[src/rtl/truth_table_sequencer_pkg.sv]
// Shared definitions for the truth-table sequencer: FSM state encoding,
// default geometry (input count, hold length, counter width) and a helper
// that derives the number of vectors in a sweep from the input count.
package truth_table_sequencer_pkg;

  // FSM state encoding
  typedef enum logic [1:0] {
    ST_IDLE  = 2'd0,
    ST_DRIVE = 2'd1,
    ST_DONE  = 2'd2
  } state_t;

  // Default geometry
  localparam int N_IN_DEFAULT  = 3;
  localparam int HOLD_DEFAULT  = 10;
  localparam int CNT_W_DEFAULT = 8;

  // Number of vectors in one sweep for the default input count
  localparam int NUM_VEC = 2 ** N_IN_DEFAULT;

  // Number of vectors in one sweep for an arbitrary input count
  function automatic int num_vec(input int n_in);
    return 1 << n_in;
  endfunction

endpackage

[src/rtl/truth_table_sequencer_hold_timer.sv]
// Hold-window timer: counts clock cycles within one vector's hold window.
// Ports: clk/rst (async active-high), load (clear to 0, wins over en),
//        en (count up), tc (terminal count, high when count == HOLD-1).
module hold_timer #(
  parameter int CNT_W = 8,
  parameter int HOLD  = 10
) (
  input  logic clk,
  input  logic rst,
  input  logic load,
  input  logic en,
  output logic tc
);

  localparam logic [CNT_W-1:0] TC_VAL = CNT_W'(HOLD - 1);

  logic [CNT_W-1:0] cnt;

  always_ff @(posedge clk or posedge rst) begin
    if (rst) begin
      cnt <= '0;
    end else if (load) begin
      cnt <= '0;
    end else if (en) begin
      cnt <= cnt + CNT_W'(1);
    end
  end

  // With HOLD == 1 the count sits at 0 and tc is permanently high, so every
  // DRIVE cycle is a capture cycle.
  assign tc = (cnt == TC_VAL);

endmodule

[src/rtl/truth_table_sequencer.sv]
// Truth-table sequencer: sweeps every input vector of a small combinational
// function in ascending order, holds each for HOLD cycles, and captures the
// function output at the end of each hold window into a truth-table register.
// Ports:
//   clk, rst       clock and asynchronous active-high reset
//   start          begin a sweep (only honoured in IDLE)
//   f_in           output of the function under test, driven from x_out
//   x_out          current input vector, MSB is the first function input
//   busy           high while vectors are being driven
//   done           single-cycle pulse after the last vector is captured
//   truth          captured table, bit k = f_in seen while x_out == k
//   ones_count     number of set bits in truth, held after the sweep
module truth_table_sequencer
  import truth_table_sequencer_pkg::*;
#(
  parameter int N_IN  = N_IN_DEFAULT,
  parameter int HOLD  = HOLD_DEFAULT,
  parameter int CNT_W = CNT_W_DEFAULT
) (
  input  logic                    clk,
  input  logic                    rst,
  input  logic                    start,
  input  logic                    f_in,
  output logic [N_IN-1:0]         x_out,
  output logic                    busy,
  output logic                    done,
  output logic [2**N_IN-1:0]      truth,
  output logic [N_IN:0]           ones_count
);

  localparam int              NV     = num_vec(N_IN);
  localparam logic [N_IN-1:0] X_LAST = '1;

  state_t            state, state_nxt;
  logic [N_IN-1:0]   x_nxt;
  logic              busy_nxt;
  logic              done_nxt;
  logic [NV-1:0]     truth_nxt;
  logic [N_IN:0]     ones_nxt;

  logic              tmr_load;
  logic              tmr_en;
  logic              tc;

  hold_timer #(
    .CNT_W (CNT_W),
    .HOLD  (HOLD)
  ) u_hold_timer (
    .clk  (clk),
    .rst  (rst),
    .load (tmr_load),
    .en   (tmr_en),
    .tc   (tc)
  );

  // State and all outputs are registered together.
  always_ff @(posedge clk or posedge rst) begin
    if (rst) begin
      state      <= ST_IDLE;
      x_out      <= '0;
      busy       <= 1'b0;
      done       <= 1'b0;
      truth      <= '0;
      ones_count <= '0;
    end else begin
      state      <= state_nxt;
      x_out      <= x_nxt;
      busy       <= busy_nxt;
      done       <= done_nxt;
      truth      <= truth_nxt;
      ones_count <= ones_nxt;
    end
  end

  always_comb begin
    state_nxt = state;
    x_nxt     = x_out;
    busy_nxt  = busy;
    done_nxt  = 1'b0;
    truth_nxt = truth;
    ones_nxt  = ones_count;
    tmr_load  = 1'b0;
    tmr_en    = 1'b0;

    case (state)
      ST_IDLE: begin
        // Keep the timer parked at 0 so the first window is a full HOLD.
        tmr_load = 1'b1;
        busy_nxt = 1'b0;
        if (start) begin
          state_nxt = ST_DRIVE;
          x_nxt     = '0;
          truth_nxt = '0;
          ones_nxt  = '0;
          busy_nxt  = 1'b1;
        end
      end

      ST_DRIVE: begin
        if (!tc) begin
          tmr_en = 1'b1;
        end else begin
          // End of the hold window: f_in has had HOLD cycles to settle.
          truth_nxt[x_out] = f_in;
          ones_nxt         = ones_count + (N_IN + 1)'(f_in);
          tmr_load         = 1'b1;
          if (x_out == X_LAST) begin
            // Last vector: stop here rather than wrapping back to 0.
            state_nxt = ST_DONE;
            busy_nxt  = 1'b0;
            done_nxt  = 1'b1;
          end else begin
            x_nxt = x_out + N_IN'(1);
          end
        end
      end

      ST_DONE: begin
        // start is deliberately not looked at here.
        state_nxt = ST_IDLE;
        x_nxt     = '0;
        busy_nxt  = 1'b0;
        tmr_load  = 1'b1;
      end

      default: begin
        state_nxt = ST_IDLE;
        x_nxt     = '0;
        busy_nxt  = 1'b0;
        tmr_load  = 1'b1;
      end
    endcase
  end

endmodule

[config.mk]
export PLATFORM = sky130hd
export DESIGN_NAME = truth_table_sequencer
export DESIGN_NICKNAME = d
export VERILOG_FILES = /design/src/rtl/truth_table_sequencer_pkg.sv /design/src/rtl/truth_table_sequencer_hold_timer.sv /design/src/rtl/truth_table_sequencer.sv
export SDC_FILE = /design/constraint.sdc
export NUM_CORES = 1
export LEC_CHECK = 0
export BUFFER_PORTS_ARGS = -buffer_cell sky130_fd_sc_hd__buf_2
export CAP_MARGIN = 10
export CORE_MARGIN = 2
export CORE_UTILIZATION = 48
export DETAILED_ROUTE_END_ITERATION = 8
export GPL_TIMING_DRIVEN = 1
export HOLD_SLACK_MARGIN = 0.06
export PLACE_DENSITY = 0.69
export SLEW_MARGIN = 5
export SYNTH_ARGS = -nofsm -noshare
export SYNTH_HDL_FRONTEND = slang
export SYNTH_HIERARCHICAL = 1
export SYNTH_SLANG_ARGS = --single-unit
[constraint.sdc]
create_clock -name clk -period 6.9 [get_ports clk]
set_input_delay 0 -clock clk [delete_from_list [all_inputs] [get_ports clk]]
set_output_delay 0 -clock clk [all_outputs]
set_load 0.05 [all_outputs]
==> results of run 1 <==
==> final cells by class <==
cell class / instances / share of cell area, %
Sequential cell: 27 / 42.9
Timing Repair Buffer: 23 / 8.27
Clock inverter: 1 / 0.477
Tap cell: 31 / 2.46
Multi-Input combinational cell: 86 / 41.6
Inverter: 12 / 2.86
Clock buffer: 3 / 1.43
==> kinds of logic (layout without fill, tap and decap cells) <==
| group | count (synthesis) | after routing | synth area share (%) |
|---|---|---|---|
| buf+inv | 21 | 39 | 7.24 |
| simple gates | 40 | 40 | 16.4 |
| xor+xnor | 4 | 4 | 2.44 |
| flops | 27 | 27 | 47.1 |
| compound gates | 34 | 34 | 20.1 |
| mux | 2 | 2 | 1.48 |
| fa+ha+maj | 6 | 6 | 5.24 |
==> placed cells by master (no fill, tap or decap), types with 2 or more instances in the layout <==
master	n
nand4_1	2
or3b_1	3
o21ai_0	4
a22o_1	4
clkbuf_4	3
dlygate4sd3_1	3
nor2_1	11
dfrtp_1	27
xor2_1	3
buf_2	20
nor3b_1	2
nand3b_1	4
o22ai_1	6
nand3_1	4
nand2_1	3
ha_1	6
or3_1	4
a311oi_1	2
a21oi_1	4
inv_1	12
a22oi_2	6
==> registers in the layout, summed over array words and instances (netlist names) <==
name and cells:
truth 8, u_hold_timer/cnt 8, ones_count 4, x_out 3
done 1, busy 1, state 2
==> worst max-delay path by stage <==
stage / startpoint / to / slack [ns] / depth (start not counted)
final: u_hold_timer/cnt[1] / u_hold_timer/cnt[5] / 4.24 / 9
after global routing: u_hold_timer/cnt[1] / u_hold_timer/cnt[7] / 4.06 / 9
after CTS: u_hold_timer/cnt[1] / u_hold_timer/cnt[5] / 4.24 / 9
after detailed placement: u_hold_timer/cnt[0] / u_hold_timer/cnt[5] / 4.27 / 8
after global placement: u_hold_timer/cnt[0] / u_hold_timer/cnt[5] / 4.40 / 8
after floorplan: u_hold_timer/cnt[0] / u_hold_timer/cnt[5] / 4.67 / 9
==> cells in the mapped netlist (all sizes together) <==
cell,n,share of area [%]
dfrtp,27,47
inv,12,3.1
nor2,11,2.9
buf,8,3.8
a22oi,6,5.2
ha,6,5.2
o22ai,6,2.6
a21oi,4,1.4
a22o,4,2.4
nand3,4,1.4
nand3b,4,2.1
o21ai,4,1.4
or3,4,1.7
or3b,4,2.4
nand2,3,0.79
xor2,3,1.8
a311oi,2,1.2
nand4,2,0.87
nor3b,2,1.0
a211o,1,0.61
a211oi,1,0.52
a21o,1,0.52
and3,1,0.44
and3b,1,0.61
clkbuf,1,0.26
mux2,1,0.79
mux2i,1,0.70
nand4b,1,0.61
nor2b,1,0.44
nor4,1,0.44
nor4b,1,0.61
o2111ai,1,1.8
o211ai,1,0.52
o21a,1,0.52
o311a,1,0.70
o31ai,1,0.52
xnor2,1,0.61
==> power groups by stage <==
stage | combinational, uW | sequential [uW] | clock, uW
3_3_place_gp | 243 | 262 | 0
6_report | 251 | 264 | 68.5
5_1_grt | 275 | 271 | 77.4
4_1_cts | 253 | 262 | 71.7
2_1_floorplan | 144 | 320 | 0
3_5_place_dp | 250 | 266 | 0
==> metal layers <==
| layer | track usage, % | routed length (um) |
|---|---|---|
| met3 | 2.64 | 47 |
| met1 | 19.3 | 1160 |
| met2 | 29.7 | 1360 |
| met4 | 6.82 | 18 |
| met5 | 0 | 0 |
==> worst max-delay path, stage by stage, from the launching register on <==
cell and delay (ns):
dfrtp_1 0.46, inv_1 0.07, ha_1 0.17, nor4b_1 0.13, and3_1 0.23, or3b_1 0.56
inv_1 0.30, o2111ai_4 0.17, or3_1 0.37, a21oi_1 0.15
==> what timing repair did <==
item                       CTS  global route
buffers inserted             0             0
hold endpoints to repair    29             0
setup endpoints to repair    0             0
hold buffers                 3             0
==> stage by stage <==
| step | power [uW] | utilization, % | instance area [sq um] | hold slack, ns |
|---|---|---|---|---|
| final | 583 | 56.1 | 1570 | 0.146 |
| after detailed placement | 516 | 54.0 | 1510 | -0.0309 |
| after floorplan | 465 | - | 1430 | -0.184 |
| after CTS | 587 | 56.1 | 1570 | 0.136 |
| after global routing | 623 | 56.1 | 1570 | 0.174 |
| after global placement | 506 | 54.0 | 1510 | -0.0308 |
==> summary.txt, run 1 <==
Outcome
  • Status: complete, but fails checks
  • Failing checks: DRC

Placement
  • Dpl hpwl: roughly 1900 um
  • Dpl ws: 4.27 ns
  • Number of port buffers: 20
  • Global placer's final weighted congestion: approximately 0.81
  • Placed Cells incl. Taps: ~180

CTS
  • CTS tree: built
  • CTS HTree Levels: 1
  • Num CTS Buffers: 3
  • Clk sinks: 27
  • Post-CTS sizing: 0
  • Worst-path clk slew: about 0.15 ns
  • Clock buffer depth: 2
  • Worst-Skew Late Latency: between 0.3 and 0.4 ns
  • Root Buffer: clkbuf_4

Die
  • Die height: 58.7 um
  • Core Area: approximately 2800 sq um
  • Std cell rows: 19
  • Die ar.: approximately 3400 sq um
  • Initial Utilization: between 50% and 60%
  • Io pins: 21
  • Die Wd: approximately 60 um

Pwr
  • Power share of the combinational group: 43.0%
  • Pint: approximately 310 uW
  • Max IR drop VDD: 0.227 mV
  • Seq pwr share: a little under half
  • Switching Fraction: 46.5%
  • Power Density: approximately 370 nW/um^2
  • Leakage: 0.000693 uW
  • Clock share of power: between 10% and 20%
  • Switching power total: 271 uW

Route
  • Via/cell ratio: 5.85
  • Initial DRC count: 25
  • Drt first pass iters: 6
  • Via count: 1070
  • Routed wire per std cell: roughly 14 um
  • Post-Route WL: approximately 2600 um
  • DRC errors left: 1
  • Post-route ant nets: 0

Yosys
  • Mapped cell area: roughly 1400 sq um
  • Gate Count Post-Synth: 134
  • Syn nets: roughly 140
  • Syn Area/Cell: around 11 sq um
  • Synth warnings: 6
  • Seq/Total Area, Yosys: 47.1%
  • Flops & latches, synth: 27
  • Synth cell types: 40

GRT
  • Largest net degree at the start of global routing: 20
  • First-pass GRT wire length: 4330 um
  • Total GRT Usage: 16.4%
  • Via count of the first global-routing pass: 1004
  • GRT Residual Overflow: 0
  • Initial antenna violation count: 0

Finish
  • Layout net count: 163
  • Area of the multi-input gates: about 650 sq um
  • Filler cells: 250
  • N_diodes: 0
  • Share of cells above drive strength 1: 21.7%
  • Post-Layout Cell Count: between 150 and 200
  • Area Overhead vs Synth: 9.77%
  • FF/Latch Area: approximately 680 sq um

Critical path
  • R2r setup slk: 4.24 ns
  • Worst Path Arrival: 2.92 ns
  • RR Startpoint: u_hold_timer/cnt[1]
  • CP Class: reg -> reg
  • CP endpoint kind: flip-flop
  • CP Data Required Time: approximately 7 ns
  • Element type at the critical path start: flip-flop
  • R2r worst-path depth: 9
  • Critical R2R Capture: u_hold_timer/cnt[5]
  • Worst Path Max Fanout: 10

Timing
  • Max Clk Rate: 375 MHz
  • Worst-Margin Slew: 0.733 ns
  • Max-slew violations: 0
  • Slew headroom: between 50% and 60%
  • Final TNS setup: 0 ns
  • Setup WS post-layout: 4.24 ns
  • Final setup viols: 0
  • Crit path time final: about 2.7 ns
  • RSZ-0062 raised after global routing: false
  • Final setup skew: approximately 0.012 ns
  • Final Hold Fails: 0
  • Final worst-path cycle share: a little under 40%

Run
  • Max Cap Viol: 0

Worst hold path
  • Hold Path Class: in -> async
No activity file was read; power rests on OpenSTA's default activity.
==> run 2, diff against run 1 <==
--- a/config.mk
+++ b/config.mk
@@ -12,7 +12,7 @@
 export DETAILED_ROUTE_END_ITERATION = 8
 export GPL_TIMING_DRIVEN = 1
 export HOLD_SLACK_MARGIN = 0.06
-export PLACE_DENSITY = 0.69
+export PLACE_DENSITY = 0.72
 export SLEW_MARGIN = 5
 export SYNTH_ARGS = -nofsm -noshare
 export SYNTH_HDL_FRONTEND = slang
==> constraint.sdc (replaced) <==
create_clock -name clk -period 2.38 [get_ports clk]
set_input_delay 0 -clock clk [delete_from_list [all_inputs] [get_ports clk]]
set_output_delay 0 -clock clk [all_outputs]
set_load 0.05 [all_outputs]
==> run 2 against run 1 <==
  * The run still ends with DRC left
  * Clock power grew to 2.9 times the previous value
  * Via count is 3.8% higher
  * Flip-flop and latch count stayed put
  * Clock skew is 0.0078 ns lower
  * Sequential share of layout area is 1.3 points lower
  * Routed wire length is 10% higher
  * Global-route usage is 1.9 points higher
  * Maximum frequency is 23% higher
  * Combinational power grew to 3.2 times the previous value
==> summary.txt, run 2 (synthesis results as in run 1) <==
Run
  • Max Cap Viol: 0 (unchanged)

Timing
  • Final setup viols: 0 (unchanged)
  • Max Clk Rate: 460 MHz (was 375 MHz)
  • Final Hold Fails: 0 (unchanged)
  • Final setup skew: 0.00410 ns (was 0.0119 ns)
  • Worst-Margin Slew: 0.750 ns (was 0.733 ns)
  • Slew headroom: 49.9% (was 51.1%)
  • Final worst-path cycle share: 91.3% (was 38.6%)
  • Final hold slack: 0.137 ns (was 0.146 ns)
  • Max-slew violations: 0 (unchanged)
  • Final TNS setup: 0 ns (unchanged)
  • RSZ-0062 raised after global routing: false (unchanged)
  • Crit path time final: 2.17 ns (was 2.66 ns)

Pwr
  • Leakage: 0.000730 uW (was 0.000693 uW)
  • Power Density: 1080 nW/um^2 (was 370 nW/um^2)
  • Max IR drop VDD: 0.536 mV (was 0.227 mV)
  • Power Total: 1750 uW (was 583 uW)

Outcome
  • Failing checks: DRC (unchanged)
  • Status: complete, but fails checks (unchanged)

Route
  • Initial DRC count: 37 (was 25)
  • DRC errors left: 3 (was 1)
  • Via/cell ratio: 5.85 (about the same)
  • Via count: 1111 (was 1070)
  • Post-route ant nets: 0 (unchanged)
  • Drt first pass iters: 6 (unchanged)
  • Routed wire per std cell: 15.0 um (was 14.2 um)
  • Post-Route WL: 2860 um (was 2590 um)

Critical path
  • CP Class: reg -> reg (unchanged)
  • R2r setup slk: 0.21 ns (was 4.24 ns)
  • Worst Path Arrival: 2.44 ns (was 2.92 ns)
  • Element type at the critical path start: flip-flop (unchanged)
  • CP Data Required Time: 2.65 ns (was 7.16 ns)
  • Worst Path Max Fanout: 5 (was 10)
  • CP endpoint kind: flip-flop (unchanged)

Placement
  • Number of port buffers: 20 (unchanged)
  • Placed cell area: 1560 sq um (was 1510 sq um)
  • Global placer's final weighted congestion: 0.868 (was 0.811)
  • Dpl hpwl: 2030 um (was 1870 um)

CTS
  • Clock buffer depth: 2 (unchanged)
  • Post-CTS sizing: 0 (unchanged)
  • Worst-path clk slew: 0.14 ns (was 0.15 ns)
  • CTS tree: built (unchanged)
  • Clk sinks: 27 (unchanged)
  • Root Buffer: clkbuf_4 (unchanged)
  • CTS HTree Levels: 1 (unchanged)
  • Worst-Skew Late Latency: 0.33 ns (was 0.32 ns)
  • Num CTS Buffers: 3 (unchanged)

GRT
  • Largest net degree at the start of global routing: 20 (unchanged)
  • GRT Residual Overflow: 0 (unchanged)
  • Via count of the first global-routing pass: 1046 (was 1004)
  • Total GRT Usage: 18.4% (was 16.4%)
  • Initial antenna violation count: 0 (unchanged)
  • First-pass GRT wire length: 4760 um (was 4330 um)

Finish
  • Design area: 1620 sq um (was 1570 sq um)
  • Share of cells above drive strength 1: 25.2% (was 21.7%)
  • Most frequent cells in the layout: dfrtp_1 (27), buf_2 (20), inv_1 (12), nor2_1 (11), buf_4 (7) (was dfrtp_1 (27), buf_2 (20), inv_1 (12), nor2_1 (11))
  • Layout net count: 170 (was 163)
  • Area Overhead vs Synth: 13.3% (was 9.77%)
  • N_diodes: 0 (unchanged)
  • Commonest non-fill, non-tap cell in the layout: dfrtp_1 (unchanged)
  • Biggest regs: truth (8), u_hold_timer/cnt (8), ones_count (4) (unchanged)

Die
  • Die Wd: 58.7 um (unchanged)
  • Core Area: 2810 sq um (unchanged)
  • Io pins: 21 (unchanged)
  • Std cell rows: 19 (unchanged)
  • Die ar.: 3440 sq um (unchanged)
  • Die height: 58.7 um (unchanged)
  • Initial Utilization: 51.1% (unchanged)

Worst hold path
  • Hold Path Class: in -> async (unchanged)
## run 2: cell count changes in the layout (fill, tap and decap cells not counted), sizes merged
cell	previous run	this run
clkinvlp	1	0
clkinv	0	1
buf	20	27
## run 2: layout make-up
type                       instances  area [sq um]
tap                               31          38.8
timing repair buffer              30           183
clock inverter                     1          5.00
sequential                        27           676
clock buffer                       3          22.5
fill                             248          1180
inverter                          12          45.0
multi-input combinational         86           654
## run 2: stage by stage
stage                     worst slack (ns)  utilization (%)  std cells
after floorplan                      0.150                -        134
after global placement               0.257             55.6        182
after detailed placement             0.164             55.6        182
after CTS                            0.137             57.6        189
after global routing                0.0694             57.9        190
final                                0.208             57.9        190
## run 2: repair_timing
action / in CTS / in global routing
endpoints found under the setup margin: 0 / 2
hold buffers: 3 / 0
hold endpoints to repair: 30 / 0
buffers inserted: 0 / 1
## run 2: worst paths after layout
path / startpoint / endpoint / cells past startpoint
max: u_hold_timer/cnt[0] / u_hold_timer/cnt[5] / 8
min: rst / u_hold_timer/cnt[4] / 3
max reg2reg: u_hold_timer/cnt[0] / u_hold_timer/cnt[5] / 8
min reg2reg: ones_count[3] / ones_count[3] / 1
max in group asynchronous: rst / truth[7] / 3
min in group clk: ones_count[3] / ones_count[3] / 1
## run 2: power by group
| part | total [uW] | internal (uW) | switching (uW) | leakage, uW |
|---|---|---|---|---|
| logic | 801 | 297 | 504 | 0.000368 |
| registers | 748 | 579 | 168 | 0.000344 |
| clock network | 199 | 63.1 | 136 | 0.0000177 |
| total | 1750 | 939 | 809 | 0.000730 |
## run 2: critical path: stages (launching register included)
cell and delay [ns]:
dfrtp_1 0.42, ha_1 0.20, nor4b_1 0.13, and3_1 0.17, or3b_1 0.37, inv_1 0.15
o2111ai_4 0.15, or3_1 0.38, a21oi_1 0.15
## run 2: per-layer routing
metal	track usage, %	up-vias	routed length (um)
li1	-	539	-
met1	25.4	540	1310
met2	28.4	26	1400
met3	3.08	6	101
met4	8.44	0	53
met5	0	-	0
